===== src/rtl/scsi_io_arbiter.sv =====
// ---------------------------------------------------------------------------
// scsi_io_arbiter
//
// Shares one host block-I/O channel between two SCSI target instances.
// Requests are one 512-byte block each and are granted one at a time with
// round-robin fairness. Once a request is granted, its LBA and operation are
// latched. The owner's index is reported on sd_dev so the host selects the
// correct disk image. The ack and buffer write strobes are steered to the
// owner only.
//
// Optional feature (compile-time macro SCSI_ARB_TIMEOUT_EN):
//   When the macro is defined, a watchdog abandons a request that the host
//   has not acknowledged within TIMEOUT cycles of ISSUE. It also sets the
//   sticky arb_err flag. When the macro is undefined, no counter is built,
//   arb_err is tied low, and ISSUE waits for the host indefinitely.
//
// Ports
//   clk                     system clock, all logic on the rising edge
//   reset                   asynchronous, active-high reset
//   t0_io_lba / t1_io_lba   block address from target 0 / 1
//   t0_io_rd  / t1_io_rd    level read request, held until io_ack
//   t0_io_wr  / t1_io_wr    level write request, held until io_ack
//   t0_io_ack / t1_io_ack   ack to target 0 / 1
//   t0_buff_din/t1_buff_din target outbound buffer data (write path)
//   t0_buff_wr/t1_buff_wr   buffer write strobe to target 0 / 1
//   sd_lba                  latched LBA of the granted request
//   sd_rd / sd_wr           host request strobes
//   sd_dev                  index of the owning target
//   sd_ack                  host busy/ack, high for the whole transfer
//   sd_buff_wr              host buffer write strobe
//   sd_buff_din             owner's buffer data to the host
//   arb_err                 sticky watchdog timeout flag
// ---------------------------------------------------------------------------
module scsi_io_arbiter #(
    parameter logic [23:0] TIMEOUT = 24'd4_000_000
) (
    input  logic        clk,
    input  logic        reset,

    input  logic [31:0] t0_io_lba,
    input  logic        t0_io_rd,
    input  logic        t0_io_wr,
    output logic        t0_io_ack,
    input  logic [15:0] t0_buff_din,
    output logic        t0_buff_wr,

    input  logic [31:0] t1_io_lba,
    input  logic        t1_io_rd,
    input  logic        t1_io_wr,
    output logic        t1_io_ack,
    input  logic [15:0] t1_buff_din,
    output logic        t1_buff_wr,

    output logic [31:0] sd_lba,
    output logic        sd_rd,
    output logic        sd_wr,
    output logic        sd_dev,
    input  logic        sd_ack,
    input  logic        sd_buff_wr,
    output logic [15:0] sd_buff_din,

    output logic        arb_err
);

    localparam logic [1:0] S_IDLE    = 2'd0;
    localparam logic [1:0] S_ISSUE   = 2'd1;
    localparam logic [1:0] S_XFER    = 2'd2;
    localparam logic [1:0] S_RELEASE = 2'd3;

    logic [1:0]  state;
    logic        owner;
    logic        prio;

    logic        req0;
    logic        req1;
    logic        gnt1;
    logic        gnt_rd;
    logic [31:0] gnt_lba;

    // to_hit: the watchdog expires in this ISSUE cycle.
    // to_pulse: the one-cycle ack that releases the abandoned requester.
    logic        to_hit;
    logic        to_pulse;
    logic        busy_ack;

    // -----------------------------------------------------------------------
    // Grant selection (evaluated every cycle, used only in IDLE)
    // -----------------------------------------------------------------------
    always_comb begin
        req0    = t0_io_rd | t0_io_wr;
        req1    = t1_io_rd | t1_io_wr;
        // Target 1 wins when it is alone, or when both contend and prio
        // points at it.
        gnt1    = req1 & (~req0 | prio);
        // Read has precedence when a target raises both rd and wr.
        gnt_rd  = gnt1 ? t1_io_rd  : t0_io_rd;
        gnt_lba = gnt1 ? t1_io_lba : t0_io_lba;
    end

`ifdef SCSI_ARB_TIMEOUT_EN
    // -----------------------------------------------------------------------
    // Watchdog on the ISSUE phase
    // -----------------------------------------------------------------------
    logic [23:0] to_cnt;
    logic        arb_err_q;

    // The count starts at 0 in the first ISSUE cycle, so hitting TIMEOUT-1
    // means TIMEOUT full ISSUE cycles have passed without an ack.
    assign to_hit = (state == S_ISSUE) && !sd_ack
                    && (to_cnt == TIMEOUT - 24'd1);

    always_ff @(posedge clk or posedge reset) begin
        if (reset) begin
            to_cnt    <= 24'd0;
            to_pulse  <= 1'b0;
            arb_err_q <= 1'b0;
        end else begin
            to_pulse <= to_hit;
            if (to_hit) begin
                arb_err_q <= 1'b1;
            end
            // Cleared in IDLE, so the count is fresh on every entry to ISSUE.
            if (state == S_IDLE) begin
                to_cnt <= 24'd0;
            end else if (state == S_ISSUE) begin
                to_cnt <= to_cnt + 24'd1;
            end
        end
    end

    assign arb_err = arb_err_q;
`else
    // Without the watchdog the limit has no meaning. The parameter is kept so
    // that both builds share one instantiation footprint.
    logic timeout_unused;
    assign timeout_unused = ^TIMEOUT;

    assign to_hit   = 1'b0;
    assign to_pulse = 1'b0;
    assign arb_err  = 1'b0;
`endif

    // -----------------------------------------------------------------------
    // Ownership FSM
    // -----------------------------------------------------------------------
    always_ff @(posedge clk or posedge reset) begin
        if (reset) begin
            state  <= S_IDLE;
            owner  <= 1'b0;
            prio   <= 1'b0;
            sd_lba <= 32'd0;
            sd_rd  <= 1'b0;
            sd_wr  <= 1'b0;
        end else begin
            case (state)
                S_IDLE: begin
                    if (req0 | req1) begin
                        owner  <= gnt1;
                        sd_lba <= gnt_lba;
                        sd_rd  <= gnt_rd;
                        sd_wr  <= ~gnt_rd;
                        state  <= S_ISSUE;
                    end
                end
                S_ISSUE: begin
                    if (sd_ack) begin
                        sd_rd <= 1'b0;
                        sd_wr <= 1'b0;
                        state <= S_XFER;
                    end else if (to_hit) begin
                        sd_rd <= 1'b0;
                        sd_wr <= 1'b0;
                        state <= S_RELEASE;
                    end
                end
                S_XFER: begin
                    if (!sd_ack) begin
                        state <= S_RELEASE;
                    end
                end
                S_RELEASE: begin
                    // This state is never a grant opportunity. The owner's
                    // request (possibly still high while the target clears
                    // it) is ignored for one cycle. After that the other
                    // target has priority.
                    prio  <= ~owner;
                    state <= S_IDLE;
                end
                default: begin
                    state <= S_IDLE;
                end
            endcase
        end
    end

    // -----------------------------------------------------------------------
    // Owner-steered routing
    // -----------------------------------------------------------------------
    always_comb begin
        busy_ack    = sd_ack & ((state == S_ISSUE) | (state == S_XFER));
        t0_io_ack   = ~owner & (busy_ack | to_pulse);
        t1_io_ack   =  owner & (busy_ack | to_pulse);
        t0_buff_wr  = sd_buff_wr & ~owner & (state == S_XFER);
        t1_buff_wr  = sd_buff_wr &  owner & (state == S_XFER);
        sd_buff_din = owner ? t1_buff_din : t0_buff_din;
        sd_dev      = owner;
    end

endmodule


===== config.mk =====
export PLATFORM = sky130hd
export DESIGN_NAME = scsi_io_arbiter
export DESIGN_NICKNAME = d
export VERILOG_FILES = /design/src/rtl/scsi_io_arbiter.sv
export SDC_FILE = /design/constraint.sdc
export NUM_CORES = 1
export LEC_CHECK = 0
export CAP_MARGIN = 15
export CORE_MARGIN = 2
export CORE_UTILIZATION = 30
export DETAILED_ROUTE_END_ITERATION = 7
export PLACE_DENSITY_LB_ADDON = 0.08
export SYNTH_ARGS = -nofsm -noshare
export SYNTH_HDL_FRONTEND = slang
export SYNTH_SLANG_ARGS = --single-unit

===== constraint.sdc =====
create_clock -name clk -period 1.99 [get_ports clk]
set_input_delay 0.2985 -clock clk [delete_from_list [all_inputs] [get_ports clk]]
set_output_delay 0.2985 -clock clk [all_outputs]
set_load 0.05 [all_outputs]

Yosys cells after proc, flatten, opt, wreduce, memory -nomap -nowiden
Cells that the tools add are included.
{"block": "totals", "inputBits": 104, "wordCells": 45, "regBits": 38, "output_inout_bits": 56}
{"block": "classes", "n_reduce_logical": 5, "eq_ne": 6, "n_mux": 12, "bitwise_logic": 16}
{"op": "2-to-1 mux 32 bit", "count": 1}
{"op": "2-to-1 mux 16 bit", "count": 1}
{"op": "bitwise AND 1 bit", "count": 8}
{"op": "case mux 2 bit (4 select lines)", "count": 1}
{"op": "2-to-1 mux 2 bit", "count": 3}
{"op": "inequality test 2 bit, second input constant", "count": 3}
{"op": "AND reduction 3 bit", "count": 2}
{"op": "bitwise OR 1 bit", "count": 5}
{"op": "== test 2 bit, second input constant", "count": 2}
{"op": "2-to-1 mux 1 bit", "count": 4}
{"op": "case mux 1 bit (2 select lines)", "count": 2}
{"op": "NOT 1 bit", "count": 3}
{"op": "== test 2 x 1 -> 1 bit, second input constant", "count": 1}
{"op": "logical NOT 2 bit", "count": 1}
{"op": "AND reduction 2 bit", "count": 1}
{"op": "nonzero test 2 bit", "count": 1}

Longest topological paths before layout
Gate-level depths: netlist (run 1).
{"block": "logic_depth", "ltp_word": 8, "mapped_depth": 6, "mapped_depth_nobuf": 5}

Worst setup path after synthesis (run 1)
OpenSTA, ideal clock, no wires.
{"block": "synth_timing", "path_type": "reg-to-output", "startpoint": "register owner, in the netlist sd_dev", "endpoint": "output port sd_buff_din[10]", "arrival_time_ps": 1550, "n_path_buf": 1, "slack_ps": 142, "t_required_ps": 1691, "path_stages_with_launch": 3, "cell_sequence": "dfrtp_1 -> buf_1 -> mux2_2"}
{"block": "synth_via", "elab_chain_len": 1}
{"element": "start, declared", "line": "71", "rtl": "logic owner;"}
{"element": "start signal, assigned", "line": "158", "rtl": "owner <= gnt1;"}
{"element": "2-to-1 mux 16 bit", "line": "205", "rtl": "sd_buff_din = owner ? t1_buff_din : t0_buff_din;"}
{"element": "end, declared", "line": "60", "rtl": "output logic [15:0] sd_buff_din,"}
Every way passes these cells.

Worst setup path in the final report (run 1)
{"block": "layout_timing", "startpoint": "register state[0]", "endpoint": "register sd_lba[3]"}
{"block": "layout_via", "elab_chain_len": 2}
{"element": "start, declared", "line": "70", "rtl": "logic [1:0] state;"}
{"element": "start signal, assigned", "line": "148", "rtl": "state <= S_IDLE;"}
{"element": "start signal, assigned", "line": "162", "rtl": "state <= S_ISSUE;"}
{"element": "start signal, assigned", "line": "169", "rtl": "state <= S_XFER;"}
{"element": "logical NOT 2 bit", "line": "155", "rtl": "case (state)"}
{"element": "AND reduction 2 bit (no source line)"}
{"element": "end signal, assigned", "line": "159", "rtl": "sd_lba <= gnt_lba;"}
{"element": "end, declared", "line": "54", "rtl": "output logic [31:0] sd_lba,"}
Every way passes these cells.
A chain may end at the register's enable or synchronous reset.

==> impl_results.md, run 1 <==
* Status: completed
* CTS root buffer: clkbuf_8
* Mean post-synth cell area at about 11 sq um
* CP Launch Type: flop
* CTS clk-pin slew, worst paths at 0.08 ns
* # diodes at 0
* Total GRT Usage at 17.7%
* Area grow syn2layout at 78.3%
* Sequential share of power at approximately a fifth
* Synth Cell Area at around 2400 sq um
* H-tree depth at 2
* IO Pins at 160
* Inst Count DP at 468
* Setup Fix Bufs, Post-CTS at 0
* FILL cells at 689
* Rel. slew slack at roughly a quarter
* Core Util, Final at a little under three fifths
* DR DRC count at 0
* Max IR drop VDD at between 0.8 and 0.9 mV
* Power Internal at between 0.003 and 0.004 W
* Seq cells post-synth at 38
* Setup violations, final at 0
* GP Congestion at between 0.7 and 0.8
* CP required at 2.20 ns
* Combinational share of power at between 70% and 80%
* # nets final at around 480
* Die Area at about 8600 sq um
* Count of cell types in the netlist at 32
* Die W at between 90 and 100 microns
* Vias at about 2,400
* Final period util at a little over nine tenths
* Core ar. at ~7700 sq um
* LEAKAGE at approximately 1.7 nW
* Primary FF master, synth: dfrtp_1
* RSZ-0062 raised after global routing: true
* Area of the multi-input gates at about 1300 sq um
* Post-synth EDFFs at 0
* Largest net degree at the start of global routing at 39
* 1st-iter DRT viols at a little over 90
* Clock Tree Buf Depth at 2
* Post-DP HPWL at 5.61 mm
* Aggregate routed wire length at between 7 and 8 mm
* Antenna Nets Post-Route at 0
* Row cnt at 32
* TritonRoute pass-1 iters at 4
* Num CTS Buffers at 5
* Mapped Nets at between 300 and 400
* FF+latch area at ~950 sq um
* Cells after Synth at 215
* Least-Margin Pin Slew at roughly 1.1 ns
* Worst-path fanout max at 32
* Clk_lat worst skew at approximately 0.29 ns
* Chip Height at 93.0 microns
* Hold buffer count at cts at 0
* Initial Utilization at between 30% and 40%
* Critical path endpoint category: flop
* Final hold vios at 0
* Seq/Total Area, Yosys at between 40% and 50%
* Vias in the first global route at approximately 2,500
* Via-to-Cell Ratio at roughly 5
* Fmax at 530 MHz
* GRT Residual Overflow at 0
* Clock share of power at under 10%
* Sw power at around 0.0035 W
* Clock sinks at 38
* Clk_skew at 0.00469 ns
* Worst reg2reg startpoint: state[0]
* TNS Setup at 0 ns
* WL per Instance at between 15 and 20 microns
* Share of layout cells above drive strength 1 at roughly a quarter
* Crit path time final at ~1.9 ns
* CTS tree: done
* R2R setup slack at slightly above 0.1 ns
* Fraction of registers with async set/reset at 100%
* Sw Ratio at 48.4%
* Initial antenna violation count at 0
* Worst setup path class: reg2reg
* Fin cells at between 400 and 500
* PD cells at 1700 nW/um^2
* R2R depth at 4
* Count of pins over their slew limit at 0
* Synthesis Warnings at 0
* # resized after CTS at 0
* Worst Path Arrival at approximately 2.1 ns
* Max cap viols at 0
* Reg-to-reg endpoint: sd_lba[3]
* Wire length of the first global-routing pass at between 10 and 15 mm
* Buffers on Ports at ~160
* Hold crit path type: in2async
-- routing by layer --
layer  vias up  track usage (%)  wire, microns
li1       1141                -              -
met1      1158             22.8           3410
met2        69             31.1           4060
met3         7             3.34            350
met4         0             3.68             59
met5         -                0              0
-- state kept, by name, indices dropped and copies added (netlist names) --
| register | count |
|---|---|
| state | 2 |
| sd_wr | 1 |
| sd_dev | 1 |
| prio | 1 |
| sd_lba | 32 |
| sd_rd | 1 |
-- Yosys cell counts (all sizes together) (2+ instances only) --
| cell | count | area [sq um] |
|---|---|---|
| a21oi | 3 | 15.0 |
| a2bb2oi | 33 | 452 |
| a31oi | 32 | 200 |
| and3 | 2 | 12.5 |
| buf | 14 | 97.6 |
| clkbuf | 9 | 33.8 |
| dfrtp | 38 | 951 |
| ha | 5 | 62.6 |
| inv | 6 | 22.5 |
| mux2 | 17 | 191 |
| nand2 | 3 | 11.3 |
| nor2 | 6 | 22.5 |
| nor2b | 2 | 12.5 |
| o21ai | 32 | 160 |
-- power by group through the flow --
| stage | clock, W | sequential [W] | combinational, W |
|---|---|---|---|
| 4_1_cts | 0.000693 | 0.00144 | 0.00513 |
| 5_1_grt | 0.000715 | 0.00148 | 0.00535 |
| 6_report | 0.000674 | 0.00143 | 0.00509 |
| 3_3_place_gp | 0 | 0.00144 | 0.00508 |
| 3_5_place_dp | 0 | 0.00145 | 0.00513 |
| 2_1_floorplan | 0 | 0.00267 | 0.00229 |
-- worst max path at each step --
stage                  start               to  slack, ns  cells past startpoint
floorplan             sd_dev  sd_buff_din[10]       0.14                      2
global placement    t1_io_rd        sd_lba[8]      -0.06                      4
detailed placement  t0_io_wr        sd_lba[3]      -0.10                      4
CTS                 state[0]        sd_lba[6]       0.09                      4
global route        state[1]        sd_lba[3]      -0.02                      4
finish              state[0]        sd_lba[3]       0.10                      4
-- layout make-up --
type	count	area share, %
Inverter	6	0.532
Multi-Input combinational cell	148	30.3
Sequential cell	38	22.5
Clock inverter	1	0.709
Tap cell	102	3.02
Clock buffer	6	1.95
Timing Repair Buffer	174	41.0
-- worst max-delay path, cell delays in order, from the launching register on --
cell	delay [ns]
dfrtp_1	0.38
inv_1	0.10
ha_1	0.19
nor2b_4	0.93
a2bb2oi_1	0.20
-- cells by family after synthesis --
logic type	Yosys count	synth area share (%)
AO/OA/AOI/OAI	109	38.9
flip-flops	38	40.1
buffers and inverters	29	6.48
multiplexers	18	8.49
AND/OR/NAND/NOR	15	3.27
adder cells (fa/ha/maj)	5	2.64
other	1	0.158
-- stage by stage --
| step | total power, W | instance area (sq um) | hold slack, ns | setup WS [ns] |
|---|---|---|---|---|
| after global routing | 0.00755 | 4230 | 0.489 | -0.0242 |
| after global placement | 0.00652 | 4120 | 0.505 | -0.0588 |
| final | 0.00720 | 4230 | 0.433 | 0.103 |
| after floorplan | 0.00496 | 2370 | 0.451 | 0.142 |
| after CTS | 0.00727 | 4230 | 0.454 | 0.0937 |
| after detailed placement | 0.00658 | 4120 | 0.509 | -0.102 |
-- cells in the final DEF (no fill, tap or decap), types with 2 or more instances in the layout --
| master | n |
|---|---|
| clkdlybuf4s50_1 | 137 |
| dfrtp_1 | 38 |
| a31oi_1 | 32 |
| o21ai_0 | 32 |
| buf_4 | 30 |
| a2bb2oi_2 | 26 |
| mux2_2 | 16 |
| a2bb2oi_1 | 7 |
| buf_12 | 7 |
| inv_1 | 6 |
| clkbuf_8 | 6 |
| nor2_1 | 5 |
| ha_1 | 5 |
| a21oi_1 | 3 |
| nand2_1 | 3 |
| and3_1 | 2 |
Note: power is estimated with default switching activity, not from simulation.
==> run 2: changes to the inputs <==
--- a/config.mk
+++ b/config.mk
@@ -10,6 +10,7 @@
 export CORE_UTILIZATION = 30
 export DETAILED_ROUTE_END_ITERATION = 7
 export PLACE_DENSITY_LB_ADDON = 0.08
+export SETUP_SLACK_MARGIN = 0.15
 export SYNTH_ARGS = -nofsm -noshare
 export SYNTH_HDL_FRONTEND = slang
 export SYNTH_SLANG_ARGS = --single-unit
==> constraint.sdc (replaced) <==
create_clock -name clk -period 1.85 [get_ports clk]
set_input_delay 0.2775 -clock clk [delete_from_list [all_inputs] [get_ports clk]]
set_output_delay 0.2775 -clock clk [all_outputs]
set_load 0.05 [all_outputs]
==> run 2 against run 1 <==
Die area stayed put. Non-clock buffer count is 6 higher. Clock skew is 0.0011 ns higher. Critical path depth is 1 lower. Count of clock-buffer cells in the layout is 1 higher. First-iteration DRC count is 47% lower. Largest cell class unchanged. Highest routed layer unchanged.
==> impl_results.md, run 2 (synthesis results as in run 1) <==
* Area grow syn2layout at 81.7%
* Hold buffer count at cts at 0
* GR Util met1 at roughly a quarter
* Core Util, Final at a little under three fifths
* RSZ-0062 raised after global routing: true
* CTS tree: done
* Biggest regs: sd_lba: 32 flops, state: 2 flops
* Initial antenna violation count at 0
* Clk_lat worst skew at roughly 0.28 ns
* Critical path endpoint category: output port
* LEAKAGE at around 1.7 nW
* Least-Margin Pin Slew at 0.648 ns
* IO Pins at 160
* CTS clk-pin slew, worst paths at 0.08 ns
* Largest net degree at the start of global routing at 39
* Max reg flops at 32
* Worst-path fanout max at 12
* Total GRT Usage at roughly 18%
* Crit path time final at roughly 1.7 ns
* Setup violations, final at 0
* Clock sinks at 38
* Buffers on Ports at around 160
* Chip Height at 93.0 microns
* Die W at 93.0 microns
* CTS root buffer: clkbuf_8
* PnR worst setup slack at between 0.15 and 0.2 ns
* Via-to-Cell Ratio at 5.02
* Antenna Nets Post-Route at 0
* Worst setup path class: reg2out
* WL per Instance at roughly 17 microns
* FILL cells at 707
* Rel. slew slack at between 50% and 60%
* Clk_skew at about 0.0058 ns
* TritonRoute pass-1 iters at 4
* Vias in the first global route at roughly 2,400
* Final period util at 91.6%
* Largest reg by FF count: sd_lba
* DR DRC count at 0
* Max cap viols at 0
* Wire length of the first global-routing pass at 12.4 mm
* CP Launch Type: flop
* H-tree depth at 2
* Die Area at 8640 sq um
* Hold crit path type: in2async
* Placement Setup Slack at -0.213 ns
* Grt met3 use at under 10%
* Fmax at a little under 600 MHz
* Count of pins over their slew limit at 0
* GRT Residual Overflow at 0
* 1st-iter DRT viols at 48
* Core ar. at around 7700 sq um
* Commonest non-fill, non-tap cells in the layout: clkdlybuf4s50_1 (103), buf_4 (38), dfrtp_1 (37)
* Final hold vios at 0
* GRT busiest layer: met2
* # diodes at 0
* Post-DP HPWL at roughly 5.5 mm
* CP required at between 1.5 and 2 ns
* Aggregate routed wire length at approximately 8.0 mm
* TNS Setup at 0 ns
* GP Congestion at between 0.7 and 0.8
* Grt met2 use at about 30%
* Most common cell after layout, fill and taps aside: clkdlybuf4s50_1
* Max IR drop VDD at around 0.69 mV
* Worst Path Arrival at ~1.4 ns
* PD cells at ~1800 nW/um^2
* Initial Utilization at roughly 30%
* Vias at about 2,400
* Status: completed
* # nets final at approximately 500
* Row cnt at 32
* Clock Tree Buf Depth at 2
* Num CTS Buffers at 5
* Share of layout cells above drive strength 1 at between 20% and 30%
run 2: cell types whose count changed in the layout (fill, tap and decap cells not counted), sizes merged, moves of 2 or more:
cell,before,now
clkdlybuf4s50,137,103
dlygate4sd2,0,28
buf,37,49
clkinv,0,2
run 2: worst paths after layout:
path / start / end / slack (ns) / depth (start not counted)
max: sd_dev / sd_buff_din[1] / 0.16 / 3
min: reset / sd_lba[22] / 0.33 / 3
max reg2reg: state[1] / state[1] / 0.22 / 6
min reg2reg: sd_lba[21] / sd_lba[21] / 0.52 / 1
max in group asynchronous: reset / sd_dev / 1.31 / 3
min in group clk: sd_lba[21] / sd_lba[21] / 0.52 / 1
run 2: timing repair:
action / 4_1_cts / 5_1_grt
resized for setup: 37 / 6
setup buffers: 3 / 0
endpoints found under the setup margin: 80 / 31
cloned: 1 / 0
pin swaps: 1 / 1
run 2: per-stage QoR:
step | power [W] | std cells | hold slack, ns | cell area [sq um]
floorplan | 0.00534 | 215 | 0.430 | 2370
global placement | 0.00703 | 471 | 0.505 | 4150
detailed placement | 0.00708 | 471 | 0.511 | 4150
CTS | 0.00759 | 483 | 0.337 | 4280
global route | 0.00800 | 483 | 0.352 | 4310
finish | 0.00760 | 483 | 0.327 | 4310
run 2: final cells by class:
| class | count | area [sq um] | share of cell area [%] |
|---|---|---|---|
| repair buffers | 180 | 1760 | 40.9 |
| multi-input cells | 149 | 1350 | 31.4 |
| flip-flops and latches | 38 | 955 | 22.1 |
| well taps | 102 | 128 | 2.96 |
| clock buffers | 7 | 86.3 | 2.00 |
| inverters | 6 | 22.5 | 0.522 |
| clock inverters | 1 | 5.00 | 0.116 |
run 2: critical path: stages, from the launching register on:
cell     delay (ns)
dfrtp_4        0.42
buf_6          0.16
mux2_2         0.35
buf_4          0.19
run 2: where the power goes:
part | internal, W | leakage (nW) | switching (W) | total, W
combinational | 0.00222 | 1.24 | 0.00324 | 0.00546
clock | 0.000301 | 0.0482 | 0.000295 | 0.000597
sequential | 0.00127 | 0.428 | 0.000279 | 0.00155
run 2: metal layers:
layer,share of wire (%),vias up
met4,0.97,0
li1,-,1162
met1,42,1176
met2,52,81
met5,0,-
met3,4.9,6
==> run 3: changes to the inputs <==
--- a/config.mk
+++ b/config.mk
@@ -9,6 +9,7 @@
 export CORE_MARGIN = 2
 export CORE_UTILIZATION = 30
 export DETAILED_ROUTE_END_ITERATION = 7
+export HOLD_SLACK_MARGIN = 0.15
 export PLACE_DENSITY_LB_ADDON = 0.08
 export SETUP_SLACK_MARGIN = 0.15
 export SYNTH_ARGS = -nofsm -noshare
==> results of run 3 <==
The final DEF is identical to that of run 2; final timing and power are the same.
